`src/rtl/bin_vote_pkg.sv`:
```
// Shared types and helpers for the bin vote detector.
// Class codes: 0 = silence, i+1 = bin i dominant.
package bin_vote_pkg;

    localparam int unsigned CLS_SILENCE = 0;

    typedef enum logic [1:0] {
        IDLE  = 2'd0,
        HOLD  = 2'd1,
        REARM = 2'd2
    } hit_state_e;

    // Width of a class code able to hold 0..n.
    function automatic int unsigned cls_width(input int unsigned n);
        return $clog2(n + 1);
    endfunction

endpackage

```
`src/rtl/bin_vote_detector_vote_window.sv`:
```
// Sliding vote window: FIFO of the last WINDOW class codes, one running count
// per class, a saturating fill counter and the registered majority decision.
// Ports:
//   clk, reset      clock, synchronous active-high reset
//   push            class code on cls is pushed into the window this cycle
//   cls             class code to push
//   overall_result  lowest-index bin with count >= VOTE_THRESH, 0 if none/not full
//   window_full     WINDOW frames collected since reset
module vote_window
    import bin_vote_pkg::*;
#(
    parameter int unsigned  NUM_BINS    = 4,
    parameter int unsigned  WINDOW      = 16,
    parameter int unsigned  VOTE_THRESH = 8,
    localparam int unsigned CLS_W       = cls_width(NUM_BINS)
) (
    input  logic             clk,
    input  logic             reset,
    input  logic             push,
    input  logic [CLS_W-1:0] cls,
    output logic [CLS_W-1:0] overall_result,
    output logic             window_full
);

    localparam int unsigned CNT_W   = $clog2(WINDOW + 1);
    localparam int unsigned NUM_CLS = NUM_BINS + 1;

    logic [CLS_W-1:0] fifo     [WINDOW];
    logic [CNT_W-1:0] cnt      [NUM_CLS];
    logic [CNT_W-1:0] cnt_next [NUM_CLS];
    logic [CNT_W-1:0] fill;
    logic [CNT_W-1:0] fill_next;
    logic [CLS_W-1:0] decision_c;

    // Count update: +1 for the incoming class, -1 for the evicted one once full.
    // Equal classes cancel; modular arithmetic keeps a transient overflow harmless.
    always_comb begin
        for (int k = 0; k < int'(NUM_CLS); k++) begin
            cnt_next[k] = cnt[k];
            if (push) begin
                if (cls == CLS_W'(k)) begin
                    cnt_next[k] = cnt_next[k] + CNT_W'(1);
                end
                if (window_full && (fifo[WINDOW-1] == CLS_W'(k))) begin
                    cnt_next[k] = cnt_next[k] - CNT_W'(1);
                end
            end
        end
        fill_next = (fill == CNT_W'(WINDOW)) ? fill : fill + CNT_W'(1);
    end

    // Decision: scan high to low so the lowest qualifying bin wins ties.
    always_comb begin
        decision_c = CLS_W'(CLS_SILENCE);
        for (int k = int'(NUM_BINS); k >= 1; k--) begin
            if (cnt[k] >= CNT_W'(VOTE_THRESH)) begin
                decision_c = CLS_W'(k);
            end
        end
        if (!window_full) begin
            decision_c = CLS_W'(CLS_SILENCE);
        end
    end

    always_ff @(posedge clk) begin
        if (reset) begin
            for (int i = 0; i < int'(WINDOW); i++) begin
                fifo[i] <= '0;
            end
            for (int k = 0; k < int'(NUM_CLS); k++) begin
                cnt[k] <= '0;
            end
            fill           <= '0;
            window_full    <= 1'b0;
            overall_result <= '0;
        end else begin
            if (push) begin
                fifo[0] <= cls;
                for (int i = 1; i < int'(WINDOW); i++) begin
                    fifo[i] <= fifo[i-1];
                end
                fill        <= fill_next;
                window_full <= (fill_next == CNT_W'(WINDOW));
            end
            for (int k = 0; k < int'(NUM_CLS); k++) begin
                cnt[k] <= cnt_next[k];
            end
            overall_result <= decision_c;
        end
    end

endmodule

```
`src/rtl/bin_vote_detector.sv`:
```
// N-bin tone detector: per-frame dominant-bin classifier, windowed majority
// vote and an onset FSM emitting one hit pulse per struck note with hold-off.
// Ports:
//   clk, reset      clock, synchronous active-high reset
//   advance         one-cycle strobe, power words valid this cycle
//   power           signed bin powers, index 0..NUM_BINS-1
//   result          per-frame class (0 silence, i+1 = bin i), held between strobes
//   overall_result  windowed vote decision, same encoding
//   window_full     WINDOW frames collected since reset
//   hit_valid       one-cycle onset pulse
//   hit_bin         class of the last hit, held until the next one
module bin_vote_detector
    import bin_vote_pkg::*;
#(
    parameter int unsigned  NUM_BINS    = 4,
    parameter int unsigned  POWER_WIDTH = 64,
    parameter int unsigned  SHIFT_LOG2  = 3,
    parameter int unsigned  WINDOW      = 16,
    parameter int unsigned  VOTE_THRESH = 8,
    parameter int unsigned  HOLDOFF     = 32,
    localparam int unsigned CLS_W       = cls_width(NUM_BINS)
) (
    input  logic                          clk,
    input  logic                          reset,
    input  logic                          advance,
    input  logic signed [POWER_WIDTH-1:0] power [NUM_BINS],
    output logic        [CLS_W-1:0]       result,
    output logic        [CLS_W-1:0]       overall_result,
    output logic                          window_full,
    output logic                          hit_valid,
    output logic        [CLS_W-1:0]       hit_bin
);

    localparam int unsigned HOLD_W = $clog2(HOLDOFF + 1);

    logic [NUM_BINS-1:0] dom_c;
    logic [CLS_W-1:0]    cls_c;
    logic                push_q1;
    logic                push_q2;
    logic                push_q3;

    hit_state_e          state;
    hit_state_e          state_next;
    logic [HOLD_W-1:0]   hold_cnt;
    logic [HOLD_W-1:0]   hold_next;
    logic                fire_c;
    logic [CLS_W-1:0]    hit_bin_next;

    // Classifier: bin i wins only if its power, shifted down by the margin,
    // still beats every other bin (signed compare). At most one can win.
    always_comb begin
        dom_c = '1;
        cls_c = CLS_W'(CLS_SILENCE);
        for (int i = 0; i < int'(NUM_BINS); i++) begin
            for (int j = 0; j < int'(NUM_BINS); j++) begin
                if ((j != i) && !((power[i] >>> SHIFT_LOG2) > power[j])) begin
                    dom_c[i] = 1'b0;
                end
            end
            if (dom_c[i]) begin
                cls_c = CLS_W'(i + 1);
            end
        end
    end

    // Result register and strobe pipe; push_q3 marks the cycle overall_result
    // first reflects a pushed frame, which is what the hold counter counts.
    always_ff @(posedge clk) begin
        if (reset) begin
            result  <= '0;
            push_q1 <= 1'b0;
            push_q2 <= 1'b0;
            push_q3 <= 1'b0;
        end else begin
            push_q1 <= advance;
            push_q2 <= push_q1;
            push_q3 <= push_q2;
            if (advance) begin
                result <= cls_c;
            end
        end
    end

    vote_window #(
        .NUM_BINS    (NUM_BINS),
        .WINDOW      (WINDOW),
        .VOTE_THRESH (VOTE_THRESH)
    ) u_window (
        .clk            (clk),
        .reset          (reset),
        .push           (push_q1),
        .cls            (result),
        .overall_result (overall_result),
        .window_full    (window_full)
    );

    // Hit FSM state register and registered outputs.
    always_ff @(posedge clk) begin
        if (reset) begin
            state     <= IDLE;
            hold_cnt  <= '0;
            hit_valid <= 1'b0;
            hit_bin   <= '0;
        end else begin
            state     <= state_next;
            hold_cnt  <= hold_next;
            hit_valid <= fire_c;
            hit_bin   <= hit_bin_next;
        end
    end

    // Hit FSM next state. A fire always lands in HOLD, so two hits can never
    // be adjacent; REARM only retriggers on a different bin.
    always_comb begin
        state_next   = state;
        hold_next    = hold_cnt;
        fire_c       = 1'b0;
        hit_bin_next = hit_bin;
        unique case (state)
            IDLE: begin
                if (overall_result != CLS_W'(CLS_SILENCE)) begin
                    fire_c = 1'b1;
                end
            end
            HOLD: begin
                if (hold_cnt == '0) begin
                    state_next = REARM;
                end else if (push_q3) begin
                    hold_next = hold_cnt - HOLD_W'(1);
                    if (hold_cnt == HOLD_W'(1)) begin
                        state_next = REARM;
                    end
                end
            end
            REARM: begin
                if (overall_result == CLS_W'(CLS_SILENCE)) begin
                    state_next = IDLE;
                end else if (overall_result != hit_bin) begin
                    fire_c = 1'b1;
                end
            end
            default: begin
                state_next = IDLE;
            end
        endcase
        if (fire_c) begin
            hit_bin_next = overall_result;
            hold_next    = HOLD_W'(HOLDOFF);
            state_next   = HOLD;
        end
    end

endmodule

```
`config.mk`:
```
export PLATFORM = sky130hd
export DESIGN_NAME = bin_vote_detector
export DESIGN_NICKNAME = d
export VERILOG_FILES = /design/src/rtl/bin_vote_pkg.sv /design/src/rtl/bin_vote_detector_vote_window.sv /design/src/rtl/bin_vote_detector.sv
export SDC_FILE = /design/constraint.sdc
export NUM_CORES = 1
export LEC_CHECK = 0
export CORE_AREA = 4 4 290 292
export CTS_CLUSTER_SIZE = 24
export DETAILED_ROUTE_END_ITERATION = 12
export DIE_AREA = 0 0 294 296
export PLACE_DENSITY = 0.48
export SYNTH_ARGS = -nofsm -noshare
export SYNTH_HDL_FRONTEND = slang
export SYNTH_SLANG_ARGS = --single-unit
```
`constraint.sdc`:
```
create_clock -name clk -period 7.58 [get_ports clk]
set_clock_uncertainty 0.2 [all_clocks]
set_input_delay 1.516 -clock clk [delete_from_list [all_inputs] [get_ports clk]]
set_output_delay 1.516 -clock clk [all_outputs]
set_load 0.02 [all_outputs]
```
==> summary by stage <==
Status
The flow ran to the end, and the final reports show no timing, DRC or antenna violations.

STA
The final-report max-slew violation count is 0. The number of hold-slack violations in the final timing report came to 0. Setup violations remaining at the end of the flow were counted as 0. Setup repair after global routing left no endpoint under its margin.

The post-route minimum period is 5790 ps. The setup total negative slack is 0 ps. Final hold analysis gives a worst-case slack of 247 ps. Based on the critical path, the design can be clocked at up to approximately 0.17 GHz. Dividing the final minimum period by the clock period gives 0.764.

In this run the tightest slew margin relative to its limit is 0.229. The measured slew at the worst slew-check pin is 1150 ps.

Global route
In the global route stage, met2 resource usage came out at 0.360. The via count of the first global-routing pass came to 20840. The met1 usage is 0.267. The maximum number of pins on one net before global-route repair is 49.

For this run the aggregate overflow at the end of global routing stands at 0. The global-route met3 utilization is 0.0195. In the global route stage, overall resource usage came out at 0.201. The initial antenna violation count is 6.

The wire length of the first global-routing pass is about 130000 µm. The most used routing layer in global routing is met2.

Synth
The Yosys warning count is 0. The post-synthesis register bit count is 95. The synthesized area divided by synthesized cell count is slightly above 8 µm². The number of enable-type register cells in the synthesized netlist is 48.

The combinational family with the most area after synthesis is adder cells. The portion of synthesized area spent on multiplexers is 0.00829. The area fraction in compound gates after synthesis is 0.179. The count of cell types in the netlist is 75. Counting every net in the synthesized netlist gives 3699. Summing every instance area after synthesis gives 21900 µm².

Of the total synthesized cell area, the portion taken by full adders, half adders and majority gates is 0.447. The synthesized-area fraction occupied by xor and xnor cells is 0.0208. The main flop type after synthesis is edfxtp_1. The area fraction in and, or, nand and nor cells after synthesis is 0.184. The share of synthesized flip-flops with an asynchronous set or reset is 0. The share of synthesized area occupied by flip-flops and latches is 0.109. Synthesis produced a netlist whose cell count is 2658.

Placed design
The post-detailed-placement half-perimeter wirelength is between 80000 and 90000 µm. The congestion estimate from routability-driven global placement came to 0.916. The number of I/O port buffers is 269.

Worst setup path
Along the worst path, the maximum fanout reaches 13. The data required time at the worst endpoint is 7610 ps. The worst setup path is launched from an input port. The kind of critical path is input port to flop. The worst register-to-register path has a setup slack of approximately 4300 ps. Traced cell by cell, the critical path runs through clkdlybuf4s50_1 -> inv_1 -> ha_1 -> nand4_1 -> nor4_2 -> nand3_1 -> nor4_1 -> o41ai_1 -> nand3b_1 -> xor2_1 -> o31ai_1 -> o32ai_1.

The data arrival time of the worst path is 5820 ps. The number of buffer and inverter instances along the worst setup path is 2. On the worst path, the slowest cell contributes a delay of 940 ps. The worst setup path is captured at a flop.

The largest delay contributor family on the critical path is simple AND/OR/NAND/NOR gates. On the critical path, the stage with the largest delay is an instance of clkdlybuf4s50_1.

CTS
The number of clock sinks seen by CTS is 95. The number of hold-repair buffers added at the cts stage is 0. The clock insertion delay at the later pin of the skew report is 350 ps. The clock root buffer is clkbuf_16. The number of buffers on the longest clock path is 2. The TritonCTS clock tree is done.

The number of gates resized after CTS is 0. Once the clock tree was built, the setup fixing pass inserted 0 buffers. The deepest level of the CTS H-tree is 3. Counting the buffers created by CTS gives 9. The post-CTS clock slew at the launch and capture registers of the worst setup and hold paths is 80 ps.

Finish
Leaving out fill and tap cells, the most frequent cell in the layout is ha_1. Of the cells placed in the final design, the portion with a size suffix greater than 1 is 0.0133. The share of the core filled with cells is 0.321. The area growth from synthesis to layout is 19.8%. In the final design database the tool counted 3972 nets. The library cells used most frequently in the layout, excluding fill and tap cells, are ha_1, a21oi_1, inv_1.

Floorplan
The die area is 87000 µm². The die outline height is 296 µm. The I/O pin count is 270. After floorplanning, the core was divided into 105 placement rows.

The horizontal extent of the die is 294 µm. The effective utilization at floorplan is 0.268. The core box area is roughly 82000 µm².

Route
The routed length per placed instance is 22.5 µm. The post-route antenna net violation count is 0. The DRC violation total after the first TritonRoute iteration is 1091.

Detailed routing inserted a total of 20976 vias. After detailed routing, the number of vias per cell comes to between 5 and 6. The final routed wirelength across all metal layers is 90300 µm. The count of unresolved DRC violations after routing is 0. Before antenna repair, the detailed router went through 5 iterations.

Power and ir drop
Across the VDD grid, the largest voltage drop is 110 µV. The total power divided by cell area is 89.2 nW/µm². The static power due to leakage is ~12 nW.

Worst hold path
The worst hold path belongs to the class flop to flop.

Run
Across the run, the number of max-cap violations was 0.
[cell type report]
type | instances | area [µm²]
fillers | 8692 | 55400
multi-input cells | 2265 | 18400
repair buffers | 277 | 2750
flip-flops and latches | 95 | 2380
well taps | 1070 | 1340
inverters | 283 | 1060
clock buffers | 9 | 225
clock inverters | 7 | 82.6
diodes | 2 | 5.00
[cell usage after synthesis (6+ instances only)]
| library cell | count | area, µm² |
|---|---|---|
| nand2b_1 | 11 | 68.8 |
| xor2_1 | 31 | 272 |
| mux2i_1 | 17 | 170 |
| o21a_1 | 7 | 52.6 |
| o211ai_1 | 22 | 165 |
| a221oi_1 | 14 | 123 |
| a22oi_1 | 6 | 45.0 |
| a221o_1 | 7 | 70.1 |
| nor2b_1 | 39 | 244 |
| o21ai_0 | 95 | 475 |
| or4_1 | 8 | 60.1 |
| a211oi_1 | 33 | 248 |
| nor3_1 | 30 | 150 |
| edfxtp_1 | 48 | 1440 |
| a21o_1 | 73 | 548 |
| nor4_1 | 27 | 169 |
| xnor2_1 | 21 | 184 |
| and4_1 | 16 | 140 |
| a21oi_1 | 320 | 1600 |
| nand4_1 | 156 | 976 |
| a2111oi_0 | 9 | 78.8 |
| nand2_1 | 209 | 785 |
| clkbuf_1 | 12 | 45.0 |
| nand3_1 | 85 | 425 |
| dfxtp_1 | 47 | 941 |
| nor4b_1 | 9 | 78.8 |
| nor2_1 | 106 | 398 |
| and2_1 | 35 | 219 |
| inv_1 | 283 | 1060 |
| o31ai_1 | 11 | 82.6 |
| ha_1 | 782 | 9780 |
[worst reg2reg max path, delay by kind of cell (launching register included)]
kind                     cells  cell delay [ps]
AND/OR/NAND/NOR              5             1250
flip-flops                   1              650
AO/OA/AOI/OAI                2              400
buffers and inverters        1              280
adder cells (fa/ha/maj)      1              270
XOR/XNOR                     1              160
[layer usage]
metal / vias to the layer above / part of all wire
met5: - / 0.00082
met4: 10 / 0.014
met3: 62 / 0.043
met2: 483 / 0.48
met1: 9828 / 0.46
li1: 10593 / -
[power breakdown]
group          switching [W]  internal (W)  total [W]
combinational       0.000758      0.000520    0.00128
clock               0.000222      0.000264   0.000486
sequential         0.0000131      0.000561   0.000574
total               0.000993       0.00134    0.00234
[sequential cells by signal (all words and copies together) (netlist names)]
| name | cells |
|---|---|
| state | 2 |
| u_window.overall_result | 3 |
| u_window.window_full | 1 |
| u_window.fifo | 48 |
| push_q1 | 1 |
| u_window.fill | 5 |
| hit_valid | 1 |
| hit_bin | 3 |
| result | 3 |
| push_q2 | 1 |
| hold_cnt | 6 |
| push_q3 | 1 |
| u_window.cnt | 20 |
[per-stage QoR]
stage	power [W]	std cells	setup WS [ps]	area (µm²)
after global placement	0.00186	3990	1600	25900
after CTS	0.00235	4006	1870	26200
after floorplan	0.00130	2658	3570	21900
after global routing	0.00254	4006	1520	26200
final	0.00234	4008	1790	26200
after detailed placement	0.00185	3990	1540	25900
[worst paths after layout]
check	start	endpoint	depth (start not counted)
setup / recovery	power[63]	result[1]$_SDFFE_PP0P_	12
hold / removal	push_q2$_SDFF_PP0_	push_q3$_SDFF_PP0_	1
setup reg to reg	result[1]$_SDFFE_PP0P_	u_window.cnt[0][14]$_SDFFE_PP0P_	10
hold reg to reg	push_q2$_SDFF_PP0_	push_q3$_SDFF_PP0_	1
[kinds of logic after synthesis]
kind of cell,after synthesis
muxes,18
and+or+nand+nor,764
DFF,95
AOI/OAI and AO/OA,649
xor gates and xnor gates,52
adders and majority gates,782
buffers and inverters,298
Note: power is estimated with default switching activity, not from simulation.
